<file path="src/rtl/bq_fet_pkg.sv">
// rtl/bq_fet_pkg.sv - shared types and widths for the BQ76952 FET sequencer
package bq_fet_pkg;
  localparam int MV_W  = 16;
  localparam int CUR_W = 16;

  typedef enum logic [2:0] {
    S_OFF,
    S_PDSG,
    S_PCHG,
    S_ON,
    S_FAULT,
    S_LATCHED
  } state_e;
endpackage

</file>
<file path="src/rtl/bq_sat_counter.sv">
// rtl/bq_sat_counter.sv - saturating up-counter with clear priority and done flag
module bq_sat_counter #(
  parameter  int LIMIT = 10,
  localparam int W     = $clog2(LIMIT + 1)
) (
  input  logic         clk,
  input  logic         rst_n,
  input  logic         inc_i,
  input  logic         clr_i,
  output logic [W-1:0] cnt_o,
  output logic         done_o
);
  logic [W-1:0] cnt_q;

  always_ff @(posedge clk or negedge rst_n) begin
    if (!rst_n) begin
      cnt_q <= '0;
    end else if (clr_i) begin
      cnt_q <= '0;
    end else if (inc_i && (cnt_q != W'(LIMIT))) begin
      cnt_q <= cnt_q + 1'b1;
    end
  end

  assign cnt_o  = cnt_q;
  assign done_o = (cnt_q == W'(LIMIT));
endmodule

</file>
<file path="src/rtl/bq_fet_sequencer.sv">
// rtl/bq_fet_sequencer.sv - CHG/DSG/PCHG/PDSG FET sequencing with PTO, recovery and latch-off
// Optional predischarge stage enabled by defining BQ_PDSG_EN.
module bq_fet_sequencer
  import bq_fet_pkg::*;
#(
  parameter int PCHG_START_MV = 2500,
  parameter int PCHG_STOP_MV  = 3000,
  parameter int PTO_CURR      = 50,
  parameter int PTO_LIMIT     = 100,
  parameter int RECOV_CYCLES  = 20,
  parameter int LATCH_LIMIT   = 3,
  parameter int DECAY_CYCLES  = 200,
  parameter int PDSG_CYCLES   = 10
) (
  input  logic                    clk,
  input  logic                    rst_n,
  input  logic                    en,
  input  logic                    fault_chg,
  input  logic                    fault_dsg,
  input  logic [MV_W-1:0]         min_cell_mv,
  input  logic signed [CUR_W-1:0] current,
  input  logic                    ld,
  input  logic                    clear_latch,
  output logic                    chg_on,
  output logic                    dsg_on,
  output logic                    pchg_on,
  output logic                    pdsg_on,
  output logic                    pto_alert,
  output logic                    ptos_error,
  output logic                    latched,
  output logic                    alert
);
  localparam int LW = $clog2(LATCH_LIMIT + 1);

  state_e state_q, state_d;
  logic   seen_chg_q, seen_chg_d, seen_dsg_q, seen_dsg_d, ptos_q, ptos_d;
  logic   pto_inc, pto_clr, pto_done, recov_inc, recov_clr, recov_done;
  logic   decay_inc, decay_clr, decay_done, latch_inc, latch_clr, latch_done;
  logic   latch_hit, any_fault, min_low, min_ok, cur_hi;
  logic [LW-1:0]                     latch_cnt;
  logic [$clog2(PTO_LIMIT+1)-1:0]    pto_cnt_unused;
  logic [$clog2(RECOV_CYCLES+1)-1:0] recov_cnt_unused;
  logic [$clog2(DECAY_CYCLES+1)-1:0] decay_cnt_unused;

  assign any_fault = fault_chg | fault_dsg;
  assign min_low   = (min_cell_mv < MV_W'(PCHG_START_MV));
  assign min_ok    = (min_cell_mv >= MV_W'(PCHG_STOP_MV));
  assign cur_hi    = (current > $signed(CUR_W'(PTO_CURR)));
  // The entry that brings latch_cnt up to LATCH_LIMIT goes straight to S_LATCHED.
  assign latch_hit = latch_done || (latch_cnt == LW'(LATCH_LIMIT - 1));

`ifdef BQ_PDSG_EN
  logic pdsg_done;
  logic [$clog2(PDSG_CYCLES)-1:0] pdsg_cnt_unused;
  // Limit is one short so pdsg_on stays high for exactly PDSG_CYCLES cycles.
  bq_sat_counter #(.LIMIT(PDSG_CYCLES - 1)) u_pdsg_cnt (
    .clk(clk), .rst_n(rst_n), .inc_i(state_q == S_PDSG), .clr_i(state_d != S_PDSG),
    .cnt_o(pdsg_cnt_unused), .done_o(pdsg_done)
  );
`else
  logic ld_unused;
  assign ld_unused = ld;
  assign pdsg_on   = 1'b0;
`endif

  always_comb begin
    state_d    = state_q;
    seen_chg_d = seen_chg_q;
    seen_dsg_d = seen_dsg_q;
    ptos_d     = ptos_q;
    latch_inc  = 1'b0;
    latch_clr  = 1'b0;
    if (state_q == S_LATCHED) begin
      if (clear_latch) begin
        state_d   = S_OFF;
        ptos_d    = 1'b0;
        latch_clr = 1'b1;
      end
    end else if (!en) begin
      state_d = S_OFF;
    end else begin
      case (state_q)
        S_OFF: begin
          if (min_low) state_d = S_PCHG;
`ifdef BQ_PDSG_EN
          else if (ld) state_d = S_PDSG;
`endif
          else state_d = S_ON;
        end
`ifdef BQ_PDSG_EN
        S_PDSG: begin
          if (any_fault) begin
            state_d   = latch_hit ? S_LATCHED : S_FAULT;
            latch_inc = 1'b1;
          end else if (pdsg_done) begin
            state_d = S_ON;
          end
        end
`endif
        S_PCHG: begin
          if (pto_done) begin
            state_d = S_LATCHED;
            ptos_d  = 1'b1;
          end else if (any_fault) begin
            state_d   = latch_hit ? S_LATCHED : S_FAULT;
            latch_inc = 1'b1;
          end else if (min_ok) begin
            state_d = S_ON;
          end
        end
        S_ON: begin
          if (any_fault) begin
            state_d   = latch_hit ? S_LATCHED : S_FAULT;
            latch_inc = 1'b1;
          end else if (min_low) begin
            state_d = S_PCHG;
          end
        end
        S_FAULT: begin
          if (!any_fault && recov_done) state_d = S_ON;
        end
        default: state_d = S_OFF;
      endcase
      if ((state_q == S_ON) && decay_done && !latch_inc) latch_clr = 1'b1;
    end
    if (state_d == S_FAULT) begin
      seen_chg_d = seen_chg_q | fault_chg;
      seen_dsg_d = seen_dsg_q | fault_dsg;
    end else begin
      seen_chg_d = 1'b0;
      seen_dsg_d = 1'b0;
    end
  end

  assign pto_inc   = (state_q == S_PCHG) && cur_hi;
  assign pto_clr   = (state_d != S_PCHG);
  assign recov_inc = (state_q == S_FAULT);
  assign recov_clr = (state_d != S_FAULT) || any_fault;
  assign decay_inc = (state_q == S_ON);
  assign decay_clr = (state_d != S_ON) || any_fault;

  bq_sat_counter #(.LIMIT(PTO_LIMIT)) u_pto_cnt (
    .clk(clk), .rst_n(rst_n), .inc_i(pto_inc), .clr_i(pto_clr),
    .cnt_o(pto_cnt_unused), .done_o(pto_done)
  );
  bq_sat_counter #(.LIMIT(RECOV_CYCLES)) u_recov_cnt (
    .clk(clk), .rst_n(rst_n), .inc_i(recov_inc), .clr_i(recov_clr),
    .cnt_o(recov_cnt_unused), .done_o(recov_done)
  );
  bq_sat_counter #(.LIMIT(DECAY_CYCLES)) u_decay_cnt (
    .clk(clk), .rst_n(rst_n), .inc_i(decay_inc), .clr_i(decay_clr),
    .cnt_o(decay_cnt_unused), .done_o(decay_done)
  );
  bq_sat_counter #(.LIMIT(LATCH_LIMIT)) u_latch_cnt (
    .clk(clk), .rst_n(rst_n), .inc_i(latch_inc), .clr_i(latch_clr),
    .cnt_o(latch_cnt), .done_o(latch_done)
  );

  // Outputs decode the next state so they change on the same edge as state_q.
  always_ff @(posedge clk or negedge rst_n) begin
    if (!rst_n) begin
      state_q    <= S_OFF;
      seen_chg_q <= 1'b0;
      seen_dsg_q <= 1'b0;
      ptos_q     <= 1'b0;
      chg_on     <= 1'b0;
      dsg_on     <= 1'b0;
      pchg_on    <= 1'b0;
      pto_alert  <= 1'b0;
      ptos_error <= 1'b0;
      latched    <= 1'b0;
      alert      <= 1'b0;
`ifdef BQ_PDSG_EN
      pdsg_on    <= 1'b0;
`endif
    end else begin
      state_q    <= state_d;
      seen_chg_q <= seen_chg_d;
      seen_dsg_q <= seen_dsg_d;
      ptos_q     <= ptos_d;
      chg_on     <= (state_d == S_ON) || ((state_d == S_FAULT) && !seen_chg_d);
      dsg_on     <= (state_d == S_ON) || (state_d == S_PCHG) ||
                    ((state_d == S_FAULT) && !seen_dsg_d);
      pchg_on    <= (state_d == S_PCHG);
      pto_alert  <= (state_d == S_PCHG);
      ptos_error <= ptos_d;
      latched    <= (state_d == S_LATCHED);
      alert      <= ptos_d || (state_d == S_LATCHED) || (state_d == S_FAULT);
`ifdef BQ_PDSG_EN
      pdsg_on    <= (state_d == S_PDSG);
`endif
    end
  end
endmodule

</file>
<file path="config.mk">
export PLATFORM = sky130hd
export DESIGN_NAME = bq_fet_sequencer
export DESIGN_NICKNAME = d
export VERILOG_FILES = /design/src/rtl/bq_fet_pkg.sv /design/src/rtl/bq_sat_counter.sv /design/src/rtl/bq_fet_sequencer.sv
export SDC_FILE = /design/constraint.sdc
export NUM_CORES = 1
export LEC_CHECK = 0
export ABC_AREA = 1
export CAP_MARGIN = 20
export CORE_MARGIN = 3
export CORE_UTILIZATION = 45
export DETAILED_ROUTE_END_ITERATION = 8
export GPL_TIMING_DRIVEN = 0
export PLACE_DENSITY = 0.71
export SLEW_MARGIN = 20
export SYNTH_ARGS = -nofsm -noshare
export SYNTH_HDL_FRONTEND = slang
export SYNTH_HIERARCHICAL = 1
export SYNTH_SLANG_ARGS = --single-unit
export TNS_END_PERCENT = 5
</file>
<file path="constraint.sdc">
create_clock -name clk -period 5.9 [get_ports clk]
set_input_delay 0.59 -clock clk [delete_from_list [all_inputs] [get_ports clk]]
set_output_delay 0.59 -clock clk [all_outputs]
set_load 0.03 [all_outputs]
</file>
==> impl_metrics.tcl <==
set metrics [dict create \
    peakVddDrop_uv 185 \
    p_leak_nw 1.41 \
    worstSetupEndpointType "flop" \
    cp.required_ns 6.11 \
    rows 24 \
    yosysTopAreaCellShare 0.371 \
    hold_viol 0 \
    grt_max_degree 22 \
    clock-root-buffer "clkbuf_8" \
    hold_class "input port to async pin" \
    cts_buffers 5 \
    yosys.area.top_type "dfrtp_1" \
    numPlacedInstances 423 \
    synth_flop_cell "dfrtp_1" \
    drv_cap 0 \
    path_clk_slew_ns 0.07 \
    synth_fa_ha_area_frac 0.0393 \
    drt_iter0_drc 139 \
    synth.area.mux_share 0 \
    power_density_mw_per_mm2 285 \
    fin_tns_setup_ns 0 \
    syn_to_final_growth_pct 28.1 \
    drt_pass1_iterations 6 \
    syn-num-nets 361 \
    rsz0062_at_grt "false" \
    cts_tree "built" \
    min_period_ns 2.46 \
    syn_inst 315 \
    die_w_um 76.4 \
    initial_core_util 0.488 \
    outcome "complete, no violations" \
    viasPerCell 4.79 \
    routabilityCongestion 0.821 \
    drv_slew 0 \
    synth_seq_cells 33 \
    routed-via-count 2066 \
    postCtsSetupBuffers 0 \
    ios 47 \
    cts_htree_levels 2 \
    fmax_mhz 406 \
    first_global_vias 1963 \
    post-route-drc-count 0 \
    slew_headroom 0.327 \
    nets 411 \
    post_drt_wl_per_cell_um 10.9 \
    num_antenna_cells 0 \
    drive_gt1_frac 0.115 \
    synth-seq-area-share 0.371 \
    stdcell_count 431 \
    port_buffers 42 \
    synth_compound_area_frac 0.0354 \
    synth_warnings 6 \
    synth_edf_count 0 \
    die_h_um 76.4 \
    async_flop_share 1.00 \
    finalSetupViolations 0 \
    clock_path_buffers 2 \
    timing_worst_setup_path_type "input port to flop" \
    hold_ws_ns 0.210 \
    worst_slew_pin_slew_ns 1.00 \
    synth_xor_area_frac 0.0197 \
    grt.overflow.total 0 \
    cts_resized 0 \
    grt_antenna_before_repair 0 \
    ant_nets 0 \
    wirelength_um 4710 \
    skew_ns 0.00816 \
    synth_top_family_by_area "simple AND/OR/NAND/NOR gates" \
    cts_hold_buffers 0 \
    finalCritPeriodShare 0.417 \
    clkLatencyLatePin_ns 0.28 \
    startpoint_type "input port" \
    avgSynthCellArea_um2 7.07 \
    dieArea_mm2 0.00583 \
    grt_pass1_wl_um 8290 \
    synth.area.top_cells "dfrtp_1 37%, nand2_1 13%, nand3_1 8.5%" \
    grt_use_total 0.168 \
    ys_types 31 \
    dpl.hpwl_um 3720 \
    core-area_mm2 0.00456 \
    crit_path_max_fanout 9 \
    syn_area_mm2 0.00223 \
    arrival_ns 2.67 \
    clock-sinks 33 \
    synth-simple-area-share 0.432 \
]
## placed cells by master (no fill, tap or decap), drive strengths merged, types with 6 or more instances in the layout
cell / netlist / final
clkdlybuf4s50: 0 / 41
nand3: 40 / 40
ha: 7 / 7
clkbuf: 0 / 7
inv: 51 / 51
nor3: 6 / 6
nand2: 87 / 87
nor2: 53 / 53
nand4: 11 / 11
dfrtp: 33 / 33
## stage by stage
step	cell area [µm²]	utilization	total power, mW	setup WS [ns]
2_1_floorplan	2230	-	0.519	3.87
3_3_place_gp	2730	0.598	0.624	3.17
3_5_place_dp	2750	0.603	0.629	3.18
4_1_cts	2850	0.625	0.821	3.46
5_1_grt	2850	0.625	0.866	3.26
6_report	2850	0.625	0.812	3.44
## state kept, by name (all words and copies together) (netlist names)
register	cells
latched	1
u_pto_cnt/cnt_o	7
chg_on	1
u_latch_cnt/cnt_o	2
alert	1
u_decay_cnt/cnt_o	8
seen_dsg_q	1
u_recov_cnt/cnt_o	5
ptos_q	1
pto_alert	1
dsg_on	1
state_q	3
seen_chg_q	1
## final timing paths
check / startpoint / endpoint / slack [ns] / cells after the start
worst max register to register: u_pto_cnt/cnt_o[0] / u_pto_cnt/cnt_o[3] / 3.51 / 18
worst max-delay path: fault_chg / u_pto_cnt/cnt_o[3] / 3.44 / 16
worst min register to register: seen_dsg_q / seen_dsg_q / 0.50 / 2
worst min-delay path: rst_n / u_pto_cnt/cnt_o[0] / 0.21 / 1
max in group asynchronous: rst_n / u_recov_cnt/cnt_o[2] / 5.28 / 2
min in group clk: seen_dsg_q / seen_dsg_q / 0.50 / 2
## Yosys cell counts (all sizes together) (2+ instances only)
library cell and number:
dfrtp 33, nand4 11, nand3 40, a21oi 3, ha 7, nor3 6, buf 3, nor2 53
clkinv 2, nor4 3, o21ai 5, xor2 5, nand2 87, inv 51
## kinds of logic (layout without fill, tap and decap cells)
family / after synthesis / count (layout)
xor+xnor: 5 / 5
flops: 33 / 33
fa+ha+maj: 7 / 7
simple gates: 200 / 200
buf+inv: 56 / 107
other cells: 1 / 1
compound gates: 13 / 13
## metal layers
layer  vias to the layer above  routed length [µm]  global-route usage
li1                       1091                   -                   -
met1                       931                2230               0.212
met2                        38                2240               0.293
met3                         6                 196              0.0343
met4                         0                  46              0.0435
met5                         -                   0                   0
## area by class of cell
type                            count  area, µm²
Tap cell                           65       81.3
Multi-Input combinational cell    226       1180
Buffer                              3       26.3
Fill cell                         436       1710
Timing Repair Buffer               43        443
Inverter                           53        199
Sequential cell                    33        826
Clock buffer                        7       96.3
Clock inverter                      1       5.00
## worst max-delay path, stage by stage
cell	delay, ns
clkdlybuf4s50_1	0.48
nor2_4	0.25
nand2_2	0.08
a21oi_1	0.20
nand2_1	0.08
nand2_1	0.07
inv_1	0.04
nand2_2	0.07
nand2_4	0.07
nand2_4	0.10
nor2_4	0.04
inv_2	0.07
clkinv_1	0.23
nand2_2	0.17
nand2_1	0.06
nand2_1	0.05
## power by group
group	internal (mW)	total [mW]	leakage (nW)	switching, mW
Combinational	0.126	0.338	0.907	0.212
Sequential	0.260	0.286	0.450	0.0265
Clock	0.105	0.187	0.0542	0.0818
No activity file was read; power rests on OpenSTA's default activity.
